File: src/rtl/text_mode_renderer.sv
// text_mode_renderer: 80x30 text-mode pixel pipeline reading char/attr RAM and font ROM,
// applying the CGA palette and an underline blinking cursor, with timing delayed to match rgb.
module text_mode_renderer #(
    parameter int COLS         = 80,
    parameter int ROWS         = 30,
    parameter int BLINK_FRAMES = 30
) (
    input  logic        clk,
    input  logic        rst_n,
    input  logic [10:0] pix_x,
    input  logic [10:0] pix_y,
    input  logic        pix_de,
    input  logic        pix_hsync,
    input  logic        pix_vsync,
    input  logic [6:0]  cursor_x,
    input  logic [4:0]  cursor_y,
    input  logic        cursor_en,
    output logic [11:0] video_char_addr,
    input  logic [7:0]  video_char_data,
    input  logic [7:0]  video_attr_data,
    output logic [11:0] font_addr,
    input  logic [7:0]  font_data,
    output logic [7:0]  rgb_r,
    output logic [7:0]  rgb_g,
    output logic [7:0]  rgb_b,
    output logic        out_de,
    output logic        out_hsync,
    output logic        out_vsync
);
    localparam int CW = $clog2(BLINK_FRAMES + 1);

    typedef struct packed {
        logic [2:0] x;
        logic [3:0] row;
        logic       de;
        logic       hs;
        logic       vs;
        logic       in_range;
        logic       hit;
    } side_t;

    side_t s1, s2, s3, s4, s0;
    logic [7:0] attr3, attr4;
    logic [CW-1:0] blink_cnt;
    logic blink_phase, vs_d;
    logic [11:0] col_c, row_c;
    logic pix_bit;
    logic [3:0] idx;
    logic [23:0] rgb_c;

    function automatic logic [23:0] cga(input logic [3:0] i);
        logic [7:0] hi, lo;
        hi = i[3] ? 8'hFF : 8'hAA;
        lo = i[3] ? 8'h55 : 8'h00;
        return (i == 4'd6) ? 24'hAA5500 : {i[2] ? hi : lo, i[1] ? hi : lo, i[0] ? hi : lo};
    endfunction

    always_comb begin
        col_c = {4'b0, pix_x[10:3]};
        row_c = {5'b0, pix_y[10:4]};
        s0.x        = pix_x[2:0];
        s0.row      = pix_y[3:0];
        s0.de       = pix_de;
        s0.hs       = pix_hsync;
        s0.vs       = pix_vsync;
        s0.in_range = (col_c < 12'(COLS)) && (row_c < 12'(ROWS));
        s0.hit      = cursor_en & blink_phase & (col_c == {5'b0, cursor_x})
                    & (row_c == {7'b0, cursor_y}) & (pix_y[3:0] >= 4'd14);
        pix_bit = font_data[3'd7 - s4.x];
        idx     = !s4.in_range ? 4'd0 : (s4.hit | pix_bit) ? attr4[3:0] : attr4[7:4];
        rgb_c   = s4.de ? cga(idx) : 24'h0;
    end

    always_ff @(posedge clk or negedge rst_n) begin
        if (!rst_n) begin
            s1 <= '0;
            s2 <= '0;
            s3 <= '0;
            s4 <= '0;
            attr3 <= '0;
            attr4 <= '0;
            video_char_addr <= '0;
            font_addr <= '0;
            {rgb_r, rgb_g, rgb_b} <= '0;
            {out_de, out_hsync, out_vsync} <= '0;
        end else begin
            video_char_addr <= row_c * 12'(COLS) + col_c;
            s1 <= s0;
            s2 <= s1;
            // RAM data is valid while s2 is current, ROM data while s4 is current
            font_addr <= {video_char_data, s2.row};
            attr3 <= video_attr_data;
            s3 <= s2;
            attr4 <= attr3;
            s4 <= s3;
            {rgb_r, rgb_g, rgb_b} <= rgb_c;
            {out_de, out_hsync, out_vsync} <= {s4.de, s4.hs, s4.vs};
        end
    end

    always_ff @(posedge clk or negedge rst_n) begin
        if (!rst_n) begin
            vs_d <= 1'b0;
            blink_cnt <= '0;
            blink_phase <= 1'b1;
        end else begin
            vs_d <= pix_vsync;
            if (pix_vsync && !vs_d) begin
                blink_cnt <= (blink_cnt == CW'(BLINK_FRAMES - 1)) ? '0 : blink_cnt + 1'b1;
                blink_phase <= (blink_cnt == CW'(BLINK_FRAMES - 1)) ? ~blink_phase : blink_phase;
            end
        end
    end
endmodule

File: config.mk
export PLATFORM = sky130hd
export DESIGN_NAME = text_mode_renderer
export DESIGN_NICKNAME = d
export VERILOG_FILES = /design/src/rtl/text_mode_renderer.sv
export SDC_FILE = /design/constraint.sdc
export NUM_CORES = 1
export LEC_CHECK = 0
export CAP_MARGIN = 20
export CORE_AREA = 4 4 93 95
export CTS_CLUSTER_DIAMETER = 60
export DETAILED_ROUTE_END_ITERATION = 8
export DIE_AREA = 0 0 97 99
export GPL_TIMING_DRIVEN = 0
export PLACE_DENSITY_LB_ADDON = 0.15
export REMOVE_ABC_BUFFERS = 1
export SETUP_SLACK_MARGIN = 0.3
export SLEW_MARGIN = 5
export SYNTH_ARGS = -nofsm -noshare
export SYNTH_HDL_FRONTEND = slang
export SYNTH_SLANG_ARGS = --single-unit
File: constraint.sdc
create_clock -name clk -period 2.2 [get_ports clk]
set_input_delay 0.22 -clock clk [delete_from_list [all_inputs] [get_ports clk]]
set_output_delay 0.22 -clock clk [all_outputs]
set_load 0.02 [all_outputs]
Word-level counts from Yosys, hierarchy flattened

Cells that the tools add are included.

$add $sub $neg: 3
Multiply operators: 1
Divide/modulo/power cells: 0
$lt $le $gt $ge: 4
Equality and inequality tests: 4
Shift-type cells: 0
Muxes and demuxes: 12
Bitwise logic cells: 6
Reduce and logical (&&, ||, !) cells: 4

Operators with widths:

| cell                                               | number |
|---|---|
| 2-to-1 mux 24 bit                                  | 2 |
| 2-to-1 mux 8 bit                                   | 3 |
| 2-to-1 mux 7 bit                                   | 2 |
| adder 12 x 8 -> 12 bit                             | 1 |
| == test 8 x 7 -> 1 bit                             | 1 |
| < comparator 8 x 7 -> 1 bit, second input constant | 1 |
| multiplier 7 x 3 -> 8 bit, second input constant   | 1 |
| 2-to-1 mux 4 bit                                   | 2 |
| == test 7 x 5 -> 1 bit                             | 1 |
| < comparator 7 x 5 -> 1 bit, second input constant | 1 |
| adder 5 x 1 -> 5 bit, second input constant        | 1 |
| == test 5 bit, second input constant               | 1 |
| 2-to-1 mux 5 bit                                   | 1 |
| AND 1 bit                                          | 4 |
| == test 4 x 3 -> 1 bit, second input constant      | 1 |
| >= comparator 4 bit, second input constant         | 1 |
| < comparator 3 x 4 -> 1 bit, second input constant | 1 |
| binary-select mux 1 bit (select 3 bit)             | 1 |
| subtractor 3 bit, first input constant             | 1 |
| logical AND 1 bit                                  | 2 |
| AND reduction 2 bit                                | 1 |
| logical NOT 1 bit                                  | 1 |
| 2-to-1 mux 1 bit                                   | 1 |
| NOT 1 bit                                          | 1 |
| bitwise OR 1 bit                                   | 1 |

Register bits after elaboration: 113
Bits in latches: 0
RAM bits: 0
ROM bits: 0
Output and inout bits: 51
Memories: 0

Logic depth before layout (Yosys ltp)

Depth after elaboration: 10
Gate-level depth with buffers: 7

Worst setup path before layout

Ideal clock, no wire load.

Kind: input port to flip-flop
Start: in pix_y[5]
End: reg video_char_addr[11]
Library setup time: 133 ps
Arrival: 1820 ps
Required time: 2067 ps
Slack: 247 ps
Cell stages on the path: 7
Cell sequence: ha_1 ha_1 fa_1 xor2_1 nand2_1 nor4b_1 xnor2_1

Cells in the longest elaborated chain, start to end: 2

Ends and longest elaborated chain:

| item                      | line | text |
|---|---|---|
| start, declared           | 11   | `input logic [10:0] pix_y,` |
| multiplier 7 x 3 -> 8 bit | 87   | `video_char_addr <= row_c * 12'(COLS) + col_c;` |
| adder 12 x 8 -> 12 bit    | 87   |  |
| end signal, assigned      | 87   |  |
| end, declared             | 18   | `output logic [11:0] video_char_addr,` |

Every way passes these cells.
A chain may end at the register's enable or synchronous reset.

Final worst setup path

Start: in pix_y[7]
End: reg video_char_addr[11]

Same word-level chain as after synthesis.

==> results.sh <==
export IMPL_status="finished clean"
export IMPL_cts_buffer_depth=2
export IMPL_clock_root_buffer="clkbuf_8"
export IMPL_fin_crit_sh_pct=85.5
export IMPL_tightest_slew_ps=460
export IMPL_synth_cell_types=37
export IMPL_remaining_drc_errors=0
export IMPL_rsz0062_at_grt="yes"
export IMPL_grt_usage_pct=14.0
export IMPL_grt_max_degree=61
export IMPL_viasPerCell=4.71
export IMPL_final_cells=454
export IMPL_final_area_mm2=0.00487
export IMPL_synth_area_top_cells="dfrtp_1 68%, ha_1 5.5%, buf_4 4.2%, xnor2_1 2.8%, xor2_1 2.8%"
export IMPL_synth_seq_cells=94
export IMPL_clk_latency_ps=350
export IMPL_maxCapViolations=0
export IMPL_drive_gt1_share_pct=10.8
export IMPL_wl_per_cell_um=14.2
export IMPL_hpwl_um=4910
export IMPL_num_vias=2138
export IMPL_synth_top_area_cell="dfrtp_1"
export IMPL_synth_top_cell_area_share_pct=67.8
export IMPL_core_area_mm2=0.00773
export IMPL_start_kind="input port"
export IMPL_drtAntennaViolNets=0
export IMPL_syn_avg_cell_area_um2=14.5
export IMPL_totalWireLength_um=6450
export IMPL_area_growth_pct=41.9
export IMPL_wl_met1_um=2510
export IMPL_port_buffers=114
export IMPL_cts_htree_levels=3
export IMPL_grt_pass1_wl_um=10700
export IMPL_cp_required_ps=2470
export IMPL_hp_class="input port to flop"
export IMPL_cts_sinks=94
export IMPL_critical_path_most_common_cell="ha_1"
export IMPL_place_inst=434
export IMPL_final_setup_tns_ps=0
export IMPL_crit_type="input port to flop"
export IMPL_drtIter0Drc=50
export IMPL_diodes=0
export IMPL_cp_arrival_ps=2150
export IMPL_worstPathCellList="dlygate4sd2_1, ha_1, ha_1, fa_2, xor2_2, nand2_1, nor4b_2, xnor2_1"
export IMPL_grt_pass1_vias=2311
export IMPL_yosysSeqAreaShare_pct=68.6
export IMPL_max_freq_mhz=532
export IMPL_final_common_cell="clkdlybuf4s50_1"
export IMPL_hold_viol=0
export IMPL_setup_viol=0
export IMPL_fin_crit_ps=1880
export IMPL_cts_tree="done"
export IMPL_routabilityCongestion=0.923
export IMPL_routed_wl_met3_um=475
export IMPL_antenna_found_initial=0
export IMPL_die_area_mm2=0.00960
export IMPL_syn_area_mm2=0.00343
export IMPL_slew_viol_final=0
export IMPL_top_layer="met4"
export IMPL_slew_headroom_pct=69.3
export IMPL_initial_core_util_pct=44.4
export IMPL_clock_skew_ps=10.1
export IMPL_path_clk_slew_ps=100
export IMPL_dr_pass1_iters=4
export IMPL_die_w_um=97
export IMPL_nets=428
export IMPL_p_per_area_mw_per_mm2=768
export IMPL_chipHeight_um=99
export IMPL_ioPinCount=115
export IMPL_cpMaxStageDelayCell="fa_2"
export IMPL_ir_drop_mv=0.385
export IMPL_utilization_pct=63.0
export IMPL_place_area_mm2=0.00458
export IMPL_critPathMaxFanout=4
export IMPL_cts_buffers=9
export IMPL_ys_warn_count=0
export IMPL_leakage_nw=2.12
export IMPL_placementRows=32
export IMPL_max_stage_delay_ps=370
export IMPL_wl_met2_um=3370
export IMPL_final_cell_mix="108 x clkdlybuf4s50_1, 92 x dfrtp_1, 14 x ha_1"
export IMPL_end_kind="flop"
export IMPL_grt_overflow=0
export IMPL_synth_cells=237
## worst paths after layout
kind                                       start                       endpoint  slack, ps  depth (start not counted)
min in group asynchronous                  rst_n         font_addr[0]$_DFF_PN0_        360                          2
worst max-delay path                    pix_y[7]  video_char_addr[11]$_DFF_PN0_        320                          8
worst max register to register  s4[11]$_DFF_PN0_             rgb_g[5]$_DFF_PN0_        320                          4
worst min-delay path                    pix_y[5]                s1[1]$_DFF_PN0_        270                          4
max in group asynchronous                  rst_n        blink_phase$_DFFE_PN1P_       1160                          3
worst min register to register  s3[11]$_DFF_PN0_               s4[11]$_DFF_PN0_        350                          0
## cells in the mapped netlist
library cell,count
nor4_1,3
o41ai_1,1
ha_1,15
nor4b_1,1
nand3b_1,2
xnor2_1,11
mux2_1,1
o21ai_0,9
nor2_1,4
fa_1,2
nor2b_1,1
nor3_1,2
inv_1,9
buf_4,19
clkbuf_1,1
o31ai_1,4
a21o_1,3
and4_1,1
nand4_1,3
a211oi_1,2
and3_1,2
dfstp_2,1
nand3_1,6
nand2_1,9
xor2_1,11
dfrtp_1,93
o2111ai_1,1
mux4_2,1
a31oi_1,2
a21oi_1,6
or3_1,1
or4_1,1
nand2b_1,2
or2_2,1
o21a_1,1
mux2i_1,2
mux2_2,3
## timing repair
action                     in CTS  in global routing
hold buffers                    1                  0
setup buffers                   2                  1
resized for setup              12                  8
hold endpoints to repair       34                  0
setup endpoints to repair       6                  7
pin swaps                       3                  3
## metrics by stage
stage | setup WS, ps | hold slack, ps | power (W)
final | 319 | 268 | 0.00374
after global placement | -2340 | 332 | 0.00264
after floorplan | 247 | -75.6 | 0.00229
after detailed placement | -576 | 210 | 0.00266
after global routing | 228 | 266 | 0.00396
after CTS | 298 | 276 | 0.00379
## final cells by class
cell class                      instances  area [um2]
Fill cell                             614        2860
Sequential cell                        94        2350
Tap cell                              102         128
Multi-Input combinational cell        114         956
Clock buffer                            9         124
Inverter                                9        33.8
Clock inverter                          7        80.1
Timing Repair Buffer                  119        1190
## worst max-delay path: cells and delay by family
family / cells / cell delay, ps
XOR/XNOR: 2 / 340
adder cells (fa/ha/maj): 3 / 890
buffers and inverters: 1 / 280
AND/OR/NAND/NOR: 2 / 410
## logic make-up (layout without fill, tap and decap cells)
| logic type | Yosys count | after routing | synth area share (%) |
|---|---|---|---|
| compound gates | 29 | 29 | 5.25 |
| xor+xnor | 22 | 22 | 5.61 |
| fa+ha+maj | 17 | 17 | 6.64 |
| buf+inv | 29 | 144 | 5.25 |
| flops | 94 | 94 | 68.6 |
| mux | 7 | 7 | 2.55 |
| simple gates | 39 | 39 | 6.12 |
## sequential cells by signal, indices dropped and copies added (netlist names), 2 cells and up
register	count
attr3	8
attr4	8
blink_cnt	5
font_addr	12
rgb_b	2
rgb_g	2
s1	12
s2	12
s3	8
s4	8
video_char_addr	12
## power breakdown
part / leakage (nW) / switching, W / internal (W) / total (W)
clock network: 0.0990 / 0.000641 / 0.000449 / 0.00109
logic: 0.899 / 0.000324 / 0.000374 / 0.000698
registers: 1.12 / 0.0000744 / 0.00188 / 0.00195
## routing by layer
metal / vias up / track usage, %
met2: 82 / 24.8
met1: 1042 / 15.6
li1: 1005 / -
met4: 0 / 5.51
met3: 9 / 4.60
met5: - / 0
Note: power is estimated with default switching activity, not from simulation.
